==> config.mk <==
export PLATFORM = sky130hd
export DESIGN_NAME = scic_mem_arbiter
export DESIGN_NICKNAME = d
export VERILOG_FILES = /design/src/rtl/scic_mem_arbiter.sv
export SDC_FILE = /design/constraint.sdc
export NUM_CORES = 1
export LEC_CHECK = 0
export CAP_MARGIN = 40
export CELL_PAD_IN_SITES_DETAIL_PLACEMENT = 0
export CELL_PAD_IN_SITES_GLOBAL_PLACEMENT = 1
export CORE_UTILIZATION = 31
export DETAILED_ROUTE_END_ITERATION = 16
export PLACE_DENSITY = 0.95
export SLEW_MARGIN = 25
export SYNTH_ARGS = -nofsm -noshare
export SYNTH_HDL_FRONTEND = slang
export SYNTH_SLANG_ARGS = --single-unit
==> constraint.sdc <==
create_clock -name clock -period 3.9 [get_ports clock]
set_input_delay 0.585 -clock clock [delete_from_list [all_inputs] [get_ports clock]]
set_output_delay 0.585 -clock clock [all_outputs]
set_load 0.01 [all_outputs]
==> src/rtl/scic_mem_arbiter.sv <==
// Two-requester (fetch/data) arbiter for a single synchronous-read memory port.
// Optional round-robin tie-break enabled by defining SCIC_ARB_RR_EN; default is data-over-fetch priority.
module scic_mem_arbiter #(
    parameter int ADDR_W = 16,
    parameter int DATA_W = 32
) (
    input  logic              clock,
    input  logic              reset,
    input  logic              f_req,
    input  logic [ADDR_W-1:0] f_addr,
    output logic              f_ack,
    output logic [DATA_W-1:0] f_rdata,
    input  logic              d_req,
    input  logic              d_we,
    input  logic [ADDR_W-1:0] d_addr,
    input  logic [DATA_W-1:0] d_wdata,
    output logic              d_ack,
    output logic [DATA_W-1:0] d_rdata,
    output logic              mem_en,
    output logic              mem_we,
    output logic [ADDR_W-1:0] mem_addr,
    output logic [DATA_W-1:0] mem_wdata,
    input  logic [DATA_W-1:0] mem_rdata,
    output logic              busy,
    output logic [1:0]        gnt
);

    typedef enum logic [1:0] {
        S_IDLE  = 2'd0,
        S_ISSUE = 2'd1,
        S_WAIT  = 2'd2,
        S_DONE  = 2'd3
    } state_t;

    localparam logic [1:0] GNT_NONE  = 2'b00;
    localparam logic [1:0] GNT_FETCH = 2'b01;
    localparam logic [1:0] GNT_DATA  = 2'b10;

    state_t              state_q, state_d;
    logic [1:0]          gnt_q, gnt_d;
    logic                wr_q, wr_d;
    logic                busy_q, busy_d;
    logic                mem_en_q, mem_en_d;
    logic                mem_we_q, mem_we_d;
    logic [ADDR_W-1:0]   mem_addr_q, mem_addr_d;
    logic [DATA_W-1:0]   mem_wdata_q, mem_wdata_d;
    logic                f_ack_q, f_ack_d;
    logic                d_ack_q, d_ack_d;
    logic [DATA_W-1:0]   f_rdata_q, f_rdata_d;
    logic [DATA_W-1:0]   d_rdata_q, d_rdata_d;
    logic                pick_data_s;
`ifdef SCIC_ARB_RR_EN
    logic                last_q, last_d;   // 1: data was granted last, 0: fetch
`endif

    // Winner selection when at least one requester is active in IDLE
    always_comb begin
`ifdef SCIC_ARB_RR_EN
        pick_data_s = d_req && (!f_req || !last_q);
`else
        pick_data_s = d_req;
`endif
    end

    // Next-state and next-output computation for the transaction FSM
    always_comb begin
        state_d     = state_q;
        gnt_d       = gnt_q;
        wr_d        = wr_q;
        busy_d      = busy_q;
        mem_en_d    = 1'b0;
        mem_we_d    = 1'b0;
        mem_addr_d  = mem_addr_q;
        mem_wdata_d = mem_wdata_q;
        f_ack_d     = 1'b0;
        d_ack_d     = 1'b0;
        f_rdata_d   = f_rdata_q;
        d_rdata_d   = d_rdata_q;
`ifdef SCIC_ARB_RR_EN
        last_d      = last_q;
`endif
        case (state_q)
            S_IDLE: begin
                if (f_req || d_req) begin
                    state_d  = S_ISSUE;
                    busy_d   = 1'b1;
                    mem_en_d = 1'b1;
                    if (pick_data_s) begin
                        gnt_d       = GNT_DATA;
                        wr_d        = d_we;
                        mem_we_d    = d_we;
                        mem_addr_d  = d_addr;
                        mem_wdata_d = d_wdata;
                    end else begin
                        gnt_d      = GNT_FETCH;
                        wr_d       = 1'b0;
                        mem_addr_d = f_addr;
                    end
`ifdef SCIC_ARB_RR_EN
                    last_d = pick_data_s;
`endif
                end else begin
                    state_d = S_IDLE;
                    gnt_d   = GNT_NONE;
                    busy_d  = 1'b0;
                end
            end
            S_ISSUE: begin
                state_d = S_WAIT;
            end
            S_WAIT: begin
                // Read data is valid now; capture it so it appears together with the ack
                state_d = S_DONE;
                if (gnt_q == GNT_DATA) begin
                    d_ack_d = 1'b1;
                    if (!wr_q) begin
                        d_rdata_d = mem_rdata;
                    end else begin
                        d_rdata_d = d_rdata_q;
                    end
                end else begin
                    f_ack_d   = 1'b1;
                    f_rdata_d = mem_rdata;
                end
            end
            S_DONE: begin
                state_d = S_IDLE;
                gnt_d   = GNT_NONE;
                busy_d  = 1'b0;
                wr_d    = 1'b0;
            end
            default: begin
                state_d = S_IDLE;
                gnt_d   = GNT_NONE;
                busy_d  = 1'b0;
            end
        endcase
    end

    // State and output registers with synchronous reset
    always_ff @(posedge clock) begin
        if (reset) begin
            state_q     <= S_IDLE;
            gnt_q       <= GNT_NONE;
            wr_q        <= 1'b0;
            busy_q      <= 1'b0;
            mem_en_q    <= 1'b0;
            mem_we_q    <= 1'b0;
            mem_addr_q  <= {ADDR_W{1'b0}};
            mem_wdata_q <= {DATA_W{1'b0}};
            f_ack_q     <= 1'b0;
            d_ack_q     <= 1'b0;
            f_rdata_q   <= {DATA_W{1'b0}};
            d_rdata_q   <= {DATA_W{1'b0}};
`ifdef SCIC_ARB_RR_EN
            last_q      <= 1'b0;
`endif
        end else begin
            state_q     <= state_d;
            gnt_q       <= gnt_d;
            wr_q        <= wr_d;
            busy_q      <= busy_d;
            mem_en_q    <= mem_en_d;
            mem_we_q    <= mem_we_d;
            mem_addr_q  <= mem_addr_d;
            mem_wdata_q <= mem_wdata_d;
            f_ack_q     <= f_ack_d;
            d_ack_q     <= d_ack_d;
            f_rdata_q   <= f_rdata_d;
            d_rdata_q   <= d_rdata_d;
`ifdef SCIC_ARB_RR_EN
            last_q      <= last_d;
`endif
        end
    end

    assign f_ack     = f_ack_q;
    assign d_ack     = d_ack_q;
    assign f_rdata   = f_rdata_q;
    assign d_rdata   = d_rdata_q;
    assign mem_en    = mem_en_q;
    assign mem_we    = mem_we_q;
    assign mem_addr  = mem_addr_q;
    assign mem_wdata = mem_wdata_q;
    assign busy      = busy_q;
    assign gnt       = gnt_q;

endmodule

; Word level (Yosys, flattened, before mapping)
; Index checks and enable logic that the tools add are counted.
[word_totals]
reg_bits = 122
elab_cells = 46
[classes]
n_eq_ne = 5
n_bitwise = 5
muxes = 13
n_reduce_logical = 11
[ops]
columns = cell, n
row1 = 16-bit two-way mux, 1
row2 = 2-bit one-hot mux with 4 select lines, 1
row3 = 2-bit == test (second input constant), 3
row4 = 1-bit two-way mux, 6
row5 = 2-bit AND reduction, 3
row6 = 3-bit AND reduction, 2
row7 = 1-bit NOT, 5
row8 = 2-bit two-way mux, 2
row9 = 1-bit one-hot mux with 2 select lines, 2
row10 = 2-bit one-hot mux with 2 select lines, 1
row11 = 2-bit OR reduction, 2
row12 = 3-bit OR reduction, 1
row13 = 2-bit by 1-bit == test with 1-bit output (second input constant), 1
row14 = 2-bit logical NOT, 1
row15 = 2-bit != test (second input constant), 1
row16 = 2-bit nonzero test, 1
row17 = 1-bit logical OR, 1

; Longest topological paths before layout
; Gate-level depths: netlist of the first run.
[logic_depth]
word_depth = 3
ltp_mapped = 8

; Least setup slack after synthesis of the first run
; OpenSTA, ideal clock, no wires.
[synth_timing]
path_type = flip-flop to flip-flop
from = reg state_q[0]
to = reg d_rdata_q[21], in the netlist d_rdata[21]
stages_incl_launch_ff = 9
arrival_time_ns = 1.307
path_buffers = 3
path_slack_ns = 2.461
cell_sequence = dfxtp_1 inv_1 ha_1 buf_4 and4bb_1 buf_2 buf_2 nand2_1 a21oi_1
[synth_between]
elab_chain_cells = 2
[synth_rtl]
columns = element, line_no
row1 = "start, declared", 39  ; state_t state_q, state_d;
row2 = "start signal, assigned", 159  ; state_q <= state_d;
row3 = 2-bit == test, 82  ; case (state_q)
row4 = 3-bit AND reduction (no source line), n/a
row5 = "end signal, assigned", 154  ; d_rdata_q <= {DATA_W{1'b0}};
row6 = "end signal, assigned", 170  ; d_rdata_q <= d_rdata_d;
row7 = "end, declared", 50  ; logic [DATA_W-1:0] d_rdata_q, d_rdata_d;
; Every way passes these cells.
; A chain may end at the register's enable or synchronous reset.

; Worst setup path in the final report of the first run
[layout_timing]
from = reg state_q[0]
to = reg d_rdata_q[0], in the netlist d_rdata[0]
; The elaborated chain is that of the path after synthesis.

==> impl_metrics.tcl, run 1 <==
set metrics [dict create \
    critical-path-max-stage-delay_ns 0.56 \
    p_leak_nw 2.64 \
    powerDensity_nw_per_um2 561 \
    synth_most_common_cell "nand2_1" \
    synth_edf_count 0 \
    ys_seq_elements 122 \
    synth_cells 542 \
    routed_wl_microns 13700 \
    worst_pin_slew_ns 0.688 \
    row_count 43 \
    hold_viol 0 \
    drt-wirelength-per-cell_microns 14.7 \
    critPathLaunch "state_q[0]" \
    netlist-cell-type-count 33 \
    cp-end-kind "flop" \
    crit_required_ns 4.16 \
    pre_cts_slack_ns 1.58 \
    cts_tree "done" \
    grt_max_degree 63 \
    p_switching_mw 1.26 \
    hold_buffers 0 \
    cts_resized 0 \
    maxSlewViolCount 0 \
    power_mw 4.14 \
    die_h_microns 123 \
    ant_nets 0 \
    arrival_ns 2.59 \
    ys_top_cells_by_count "nand2_1, dfxtp_1, a21oi_1, nand3_1, o21ai_0" \
    syn-num-nets 648 \
    ctsHtreeMaxLevel 4 \
    cts_buffers 17 \
    diodes 0 \
    yosysSeqAreaShare_pct 53.5 \
    fmax_mhz 430 \
    rsz0062_at_grt "false" \
    dieArea_sq_um 15200 \
    power.internal_mw 2.88 \
    place_hpwl_microns 9320 \
    async_flop_share_pct 0 \
    syn_to_final_growth_pct 61.7 \
    antenna_found_initial 0 \
    grt_pass1_vias 4197 \
    drt_iter0_markers 334 \
    drc 0 \
    crit_top_cell "buf_4" \
    final_net_count 848 \
    grt-ovfl-total 0 \
    die_x_microns 123 \
    portBuffers 219 \
    pwr-share-comb_pct 29.4 \
    critPathTopFamily "buffers and inverters" \
    critPathBufInv 3 \
    vias 4481 \
    period_share_pct 59.7 \
    clk_latency_ns 0.41 \
    start_kind "flop" \
    finalCriticalPeriod_ns 2.33 \
    crit_fanout 35 \
    post-cts-setup-buffers 0 \
    hp-start "d_rdata[31]" \
    finClkSkew_ns 0.00998 \
    setup_slack_ns 1.57 \
    grt_usage_pct 18.3 \
    critical_path.cell_chain "inv_1 > ha_1 > buf_4 > nand4bb_1 > buf_4 > nand2_1 > a21oi_1" \
    grt_pass1_wl_microns 21200 \
    syn-cell-area_sq_um 4570 \
    slew_headroom_pct 54.1 \
    finalSetupViolCount 0 \
    synth-main-ff-cell "dfxtp_1" \
    cts_root_buf "clkbuf_16" \
    synth.avg_cell_area_sq_um 8.43 \
    viasPerCell 4.79 \
    fin_tns_setup_ns 0 \
    crit_slowest_cell "nand4bb_1" \
    drive_above_1_share_pct 5.83 \
    ios 220 \
    dr.pass1.iters 4 \
    cts.sinks 122 \
    status "finished clean" \
    clkPwrFrac_pct 33.5 \
    synth_top_area_cell "dfxtp_1" \
    criticalPathCategory "flop to flop" \
    vdd_drop_max_mv 0.385 \
    min_path_type "flop to flop" \
    path_clk_slew_ns 0.05 \
    switching_share_pct 30.5 \
    power_frac_seq_pct 37.1 \
    ys_warn_count 0 \
    netlist.area_leader.share_pct 53.5 \
    initial_utilization_pct 32.3 \
    timing.rr.start "state_q[0]" \
    core-area_sq_um 14100 \
    cap_violations 0 \
    finalHoldWorstSlack_ns 0.451 \
    gp_congestion 0.748 \
    synth_area_leaders "dfxtp_1, a21oi_1, nand2_1" \
    clk_path_buf_depth 2 \
]
## state kept, by name, summed over array words and instances, names as in the netlist
name / count
f_rdata: 32
mem_en: 1
mem_addr: 16
state_q: 2
d_rdata: 32
wr_q: 1
gnt: 2
mem_we: 1
mem_wdata: 32
f_ack: 1
d_ack: 1
busy: 1
## routing by layer
| metal | global-route usage (%) | share of wire (%) | up-vias |
|---|---|---|---|
| met2 | 29.3 | 47 | 181 |
| met3 | 5.67 | 7.5 | 22 |
| met4 | 8.96 | 2.1 | 0 |
| met1 | 22.1 | 43 | 2047 |
| li1 | - | - | 2231 |
| met5 | 0 | 0 | - |
## worst min-delay path, stage by stage (launching register included)
cell	delay (ns)
dfxtp_1	0.30
nand2_1	0.05
a21oi_1	0.05
## power by group through the flow
stage / registers, mW / logic [mW] / clock network, mW
2_1_floorplan: 1.63 / 0.536 / 0
3_3_place_gp: 1.56 / 1.19 / 0
3_5_place_dp: 1.56 / 1.22 / 0
4_1_cts: 1.54 / 1.23 / 1.42
5_1_grt: 1.56 / 1.33 / 1.48
6_report: 1.54 / 1.22 / 1.39
## metrics by stage
stage	util, %	std cells	instance area, sq um
5_1_grt	52.2	935	7390
6_report	52.2	935	7390
3_5_place_dp	48.5	903	6860
4_1_cts	52.2	935	7390
2_1_floorplan	-	542	4570
3_3_place_gp	48.2	900	6810
## cells by family after synthesis
logic type / synth area share [%]
simple gates: 18.1
compound gates: 18.2
flops: 53.5
buf+inv: 5.45
mux: 3.51
fa+ha+maj: 1.37
## cell usage in the layout (no fill, tap or decap), drive strengths merged, types with 2 or more instances in the layout
master and instances:
clkdlybuf4s50 218, nand2 130, dfxtp 122, a21oi 98
nand3 32, o21ai 32, clkbuf 24, nor2 21
a211oi 17, mux2i 16, buf 11, clkinv 6
ha 5, inv 4, nor2b 2, nor3 2
clkinvlp 2
## area by class of cell
type                       instances  area [sq um]
clock buffer                      24           482
clock inverter                     8          45.0
fill                            1343          6760
inverter                           4          15.0
multi-input combinational        368          1880
sequential                       122          2440
tap                              180           225
timing repair buffer             229          2300
## final timing paths
path	to	slack, ns	cells after the start
setup / recovery	d_rdata[0]	1.57	7
hold / removal	d_rdata[31]	0.45	2
setup reg to reg	d_rdata[0]	1.57	7
hold reg to reg	d_rdata[31]	0.45	2
Note: power is estimated with default switching activity, not from simulation.
==> run 2, diff against run 1 <==
--- a/config.mk
+++ b/config.mk
@@ -8,9 +8,9 @@
 export CAP_MARGIN = 40
 export CELL_PAD_IN_SITES_DETAIL_PLACEMENT = 0
 export CELL_PAD_IN_SITES_GLOBAL_PLACEMENT = 1
-export CORE_UTILIZATION = 31
+export CORE_UTILIZATION = 26
 export DETAILED_ROUTE_END_ITERATION = 16
-export PLACE_DENSITY = 0.95
+export PLACE_DENSITY = 0.89
 export SLEW_MARGIN = 25
 export SYNTH_ARGS = -nofsm -noshare
 export SYNTH_HDL_FRONTEND = slang
==> constraint.sdc (replaced) <==
create_clock -name clock -period 2.1 [get_ports clock]
set_input_delay 0.315 -clock clock [delete_from_list [all_inputs] [get_ports clock]]
set_output_delay 0.315 -clock clock [all_outputs]
set_load 0.01 [all_outputs]
==> impl_metrics.tcl, run 2 (same netlist as run 1, synthesis figures left out) <==
set metrics [dict create \
    status "finished clean" \
    cp-end-kind "output pin" \
    timing.rr.start "state_q[0]" \
    crit_slowest_cell "clkdlybuf4s50_1" \
    reg2reg_depth 6 \
    critical_path.cell_chain "clkdlybuf4s50_1" \
    cts_buffers 17 \
    min_path_type "input port to flop" \
    initial_utilization_pct 26.5 \
    ios 220 \
    ctsHtreeMaxLevel 4 \
    diodes 0 \
    grt_max_degree 70 \
    powerDensity_nw_per_um2 1060 \
    cts_resized 0 \
    place_hpwl_microns 9430 \
    vias 4461 \
    die_x_microns 135 \
    routed_wl_microns 14100 \
    top_layer_used "met4" \
    clk_latency_ns 0.40 \
    utilization_pct 43.6 \
    critPathBufInv 1 \
    critPathTopFamily "buffers and inverters" \
    crit_required_ns 1.78 \
    portBuffers 219 \
    reg2reg_slack_ns 0.53 \
    rsz0062_at_grt "false" \
    finalCriticalPeriod_ns 1.73 \
    route.met3.wl_microns 1020 \
    finClkSkew_ns 0.00570 \
    worst_pin_slew_ns 0.399 \
    met1Wirelength_microns 6040 \
    p_leak_nw 2.68 \
    crit_fanout 6 \
    fill_cells 1684 \
    syn_to_final_growth_pct 64.5 \
    grt-ovfl-total 0 \
    die_h_microns 135 \
    dr.pass1.iters 5 \
    drive_above_1_share_pct 5.85 \
    hp-start "reset" \
    grt_usage_pct 15.9 \
    maxSlewViolCount 0 \
    arrival_ns 1.41 \
    post-cts-setup-buffers 0 \
    viasPerCell 4.57 \
    start_kind "flop" \
    hold_end "gnt[0]" \
    seq_area_sq_um 2440 \
    r2r-end "d_rdata[21]" \
    drc 0 \
    wl_met2_microns 6870 \
    multiInputGateArea_sq_um 1880 \
    cts.sinks 122 \
    core-area_sq_um 17200 \
    ant_nets 0 \
    final_net_count 851 \
    row_count 48 \
    grt_pass1_vias 4122 \
    vdd_drop_max_mv 0.585 \
    fin_tns_setup_ns 0 \
    hold_viol 0 \
    clk_path_buf_depth 2 \
    drt_iter0_markers 209 \
    drt-wirelength-per-cell_microns 14.4 \
    period_share_pct 82.3 \
    finalSetupViolCount 0 \
    cap_violations 0 \
    gp_congestion 0.771 \
    hold_depth 3 \
    criticalPathCategory "flop to output pin" \
    most-common-layout-cells "clkdlybuf4s50_1, nand2_1, dfxtp_1" \
    fmax_mhz 578 \
    critical-path-max-stage-delay_ns 0.59 \
    grt_pass1_wl_microns 22100 \
    hold_buffers 0 \
    cts_root_buf "clkbuf_16" \
    slew_headroom_pct 73.4 \
    antenna_found_initial 0 \
    dieArea_sq_um 18100 \
    final_common_cell "clkdlybuf4s50_1" \
    path_clk_slew_ns 0.05 \
    cts_tree "done" \
]
==> run 2: changes by cell type in the layout (fill, tap and decap cells not counted) <==
| cell | before | now |
|---|---|---|
| clkbuf_8 | 3 | 5 |
| buf_8 | 3 | 0 |
| bufinv_16 | 0 | 2 |
| clkinvlp_4 | 2 | 0 |
| buf_4 | 7 | 10 |
| clkbuf_1 | 4 | 1 |
| buf_12 | 1 | 4 |
| clkinv_2 | 6 | 1 |
==> run 2: how the worst max path moves through the flow <==
| stage | cells after the start | slack, ns | endpoint | start |
|---|---|---|---|---|
| final | 1 | 0.37 | gnt[0] | gnt[0] |
| after global routing | 1 | 0.29 | gnt[1] | gnt[1] |
| after CTS | 1 | 0.31 | gnt[0] | gnt[0] |
| after detailed placement | 4 | 0.36 | mem_addr[10] | d_req |
| after global placement | 4 | 0.40 | mem_addr[11] | d_req |
| after floorplan | 8 | 0.66 | d_rdata[21] | state_q[0] |
==> run 2: metrics by stage <==
step / std cells / worst slack [ns] / power (mW) / cell area [sq um] / hold WS (ns)
after floorplan: 542 / 0.661 / 4.03 / 4570 / 0.451
after global placement: 951 / 0.401 / 5.19 / 6950 / 0.441
after detailed placement: 951 / 0.358 / 5.22 / 6950 / 0.446
after CTS: 977 / 0.313 / 8.08 / 7520 / 0.370
after global routing: 977 / 0.290 / 8.40 / 7520 / 0.380
final: 977 / 0.371 / 7.96 / 7520 / 0.387
==> run 2: worst reg2reg max path, delay by kind of cell (launching register included) <==
family          cells  cell delay (ns)
buf+inv             2             0.46
flops               1             0.33
fa+ha+maj           1             0.25
simple gates        2             0.33
compound gates      1             0.13
==> run 2: layer usage <==
metal / global-route usage, % / vias to the layer above
met2: 26.3 / 156
li1: - / 2234
met3: 5.59 / 12
met4: 5.99 / 0
met5: 0 / -
met1: 18.9 / 2059
==> run 2: layout make-up <==
class	count	share of cell area, %
flip-flops and latches	122	32.5
repair buffers	232	31.1
multi-input cells	368	25.0
clock buffers	23	6.63
well taps	225	3.75
clock inverters	3	0.866
inverters	4	0.200
==> run 2: power by group <==
group          total [mW]  switching, mW  internal (mW)
Sequential           2.86          0.188           2.67
Combinational        2.29           1.17           1.12
Clock                2.81          0.951           1.86
Total                7.96           2.31           5.65
==> run 3, diff against run 2 <==
--- a/config.mk
+++ b/config.mk
@@ -8,9 +8,9 @@
 export CAP_MARGIN = 40
 export CELL_PAD_IN_SITES_DETAIL_PLACEMENT = 0
 export CELL_PAD_IN_SITES_GLOBAL_PLACEMENT = 1
-export CORE_UTILIZATION = 26
+export CORE_UTILIZATION = 29
 export DETAILED_ROUTE_END_ITERATION = 16
-export PLACE_DENSITY = 0.89
+export PLACE_DENSITY = 0.93
 export SLEW_MARGIN = 25
 export SYNTH_ARGS = -nofsm -noshare
 export SYNTH_HDL_FRONTEND = slang
==> constraint.sdc (replaced) <==
create_clock -name clock -period 1.7 [get_ports clock]
set_input_delay 0.255 -clock clock [delete_from_list [all_inputs] [get_ports clock]]
set_output_delay 0.255 -clock clock [all_outputs]
set_load 0.01 [all_outputs]
==> impl_metrics.tcl, run 3 (same netlist as run 1, synthesis figures left out) <==
set metrics [dict create \
    core-area_sq_um 15300 \
    grt-ovfl-total 0 \
    powerDensity_nw_per_um2 1330 \
    cap_violations 0 \
    viasPerCell 4.60 \
    drc 0 \
    die_h_microns 128 \
    ctsHtreeMaxLevel 4 \
    finalSetupViolCount 0 \
    syn_to_final_growth_pct 66.3 \
    critical-path-max-stage-delay_ns 0.55 \
    period_share_pct 92.3 \
    antenna_found_initial 0 \
    finClkSkew_ns 0.00495 \
    setup_slack_ns 0.130 \
    drt_iter0_markers 208 \
    criticalPathCategory "flop to output pin" \
    initial_utilization_pct 29.8 \
    grt_max_degree 42 \
    fill_cells 1510 \
    fmax_mhz 637 \
    hold_buffers 0 \
    vdd_drop_max_mv 0.700 \
    critPathBufInv 1 \
    vias 4472 \
    routed_wl_microns 13700 \
    dieArea_sq_um 16300 \
    clk_path_buf_depth 2 \
    grt_pass1_vias 4216 \
    start_kind "flop" \
    multiInputGateArea_sq_um 1880 \
    dr.pass1.iters 5 \
    row_count 45 \
    grt_usage_pct 17.2 \
    pre_cts_slack_ns 0.0312 \
    cp-end-kind "output pin" \
    diodes 0 \
    die_x_microns 128 \
    crit_required_ns 1.44 \
    final_common_cell "clkdlybuf4s50_1" \
    ios 220 \
    utilization_pct 49.6 \
    crit_fanout 2 \
    maxSlewViolCount 0 \
    cts_root_buf "clkbuf_16" \
    critical_path.cell_chain "clkdlybuf4s50_1" \
    drt-wirelength-per-cell_microns 14.1 \
    p_leak_nw 2.74 \
    grt_pass1_wl_microns 21700 \
    cts_buffers 17 \
    drive_above_1_share_pct 6.83 \
    seq_area_sq_um 2440 \
    ant_nets 0 \
    rsz0062_at_grt "false" \
    clk_latency_ns 0.41 \
    min_path_type "input port to flop" \
    finalHoldWorstSlack_ns 0.283 \
    status "finished clean" \
    finalCriticalPeriod_ns 1.57 \
    portBuffers 219 \
    cts_tree "done" \
    crit_slowest_cell "clkdlybuf4s50_1" \
    critPathTopFamily "buffers and inverters" \
    final_net_count 855 \
    slew_headroom_pct 70.8 \
    worst_pin_slew_ns 0.438 \
    fin_tns_setup_ns 0 \
    cts.sinks 122 \
    hold_viol 0 \
    most-common-layout-cells "clkdlybuf4s50_1, nand2_1, dfxtp_1" \
    gp_congestion 0.734 \
    path_clk_slew_ns 0.05 \
    arrival_ns 1.31 \
    place_hpwl_microns 9340 \
]
## run 3: cell types whose count changed in the layout (fill, tap and decap cells not counted), moves of 2 or more
cell             before  now
clkinv_2              1    4
clkbuf_1              1    3
clkdlybuf4s50_1     218  216
dlygate4sd2_1         0    2
clkbuf_8              5    3
buf_12                4    7
## run 3: path summary, 6_finish.rpt
path	startpoint	endpoint	slack, ns	cells past startpoint
setup reg to reg	state_q[0]	d_rdata[6]	0.25	6
hold / removal	reset	mem_en	0.28	2
setup / recovery	mem_addr[3]	mem_addr[3]	0.13	1
hold reg to reg	mem_wdata[1]	mem_wdata[1]	0.45	2
## run 3: metrics by stage
step	cell area, sq um	instances	total power [mW]
2_1_floorplan	4570	542	4.98
3_3_place_gp	7000	941	6.50
3_5_place_dp	7000	941	6.52
4_1_cts	7600	972	10.2
5_1_grt	7600	972	10.6
6_report	7600	972	10.1
## run 3: layer usage
layer | GRT usage (%) | up-vias | wire [microns]
li1 | - | 2248 | -
met5 | 0 | - | 0
met3 | 7.24 | 15 | 1130
met2 | 28.4 | 154 | 6450
met1 | 20.3 | 2055 | 5950
met4 | 4.83 | 0 | 129
## run 3: layout make-up
cell class                 count  share of cell area [%]
timing repair buffer         236                    31.6
clock buffer                  23                    6.29
inverter                       4                   0.198
tap                          211                    3.47
clock inverter                 8                    1.55
multi-input combinational    368                    24.7
sequential                   122                    32.1
## run 3: timing repair
| action | CTS | global route |
|---|---|---|
| gates resized for setup | 2 | 1 |
| setup endpoints to repair | 2 | 1 |
| setup buffers | 0 | 0 |
## run 3: power breakdown
part / switching [mW] / total [mW] / internal, mW / leakage, nW
Combinational: 1.46 / 2.92 / 1.46 / 1.45
Sequential: 0.222 / 3.52 / 3.29 / 0.995
Clock: 1.23 / 3.63 / 2.40 / 0.293
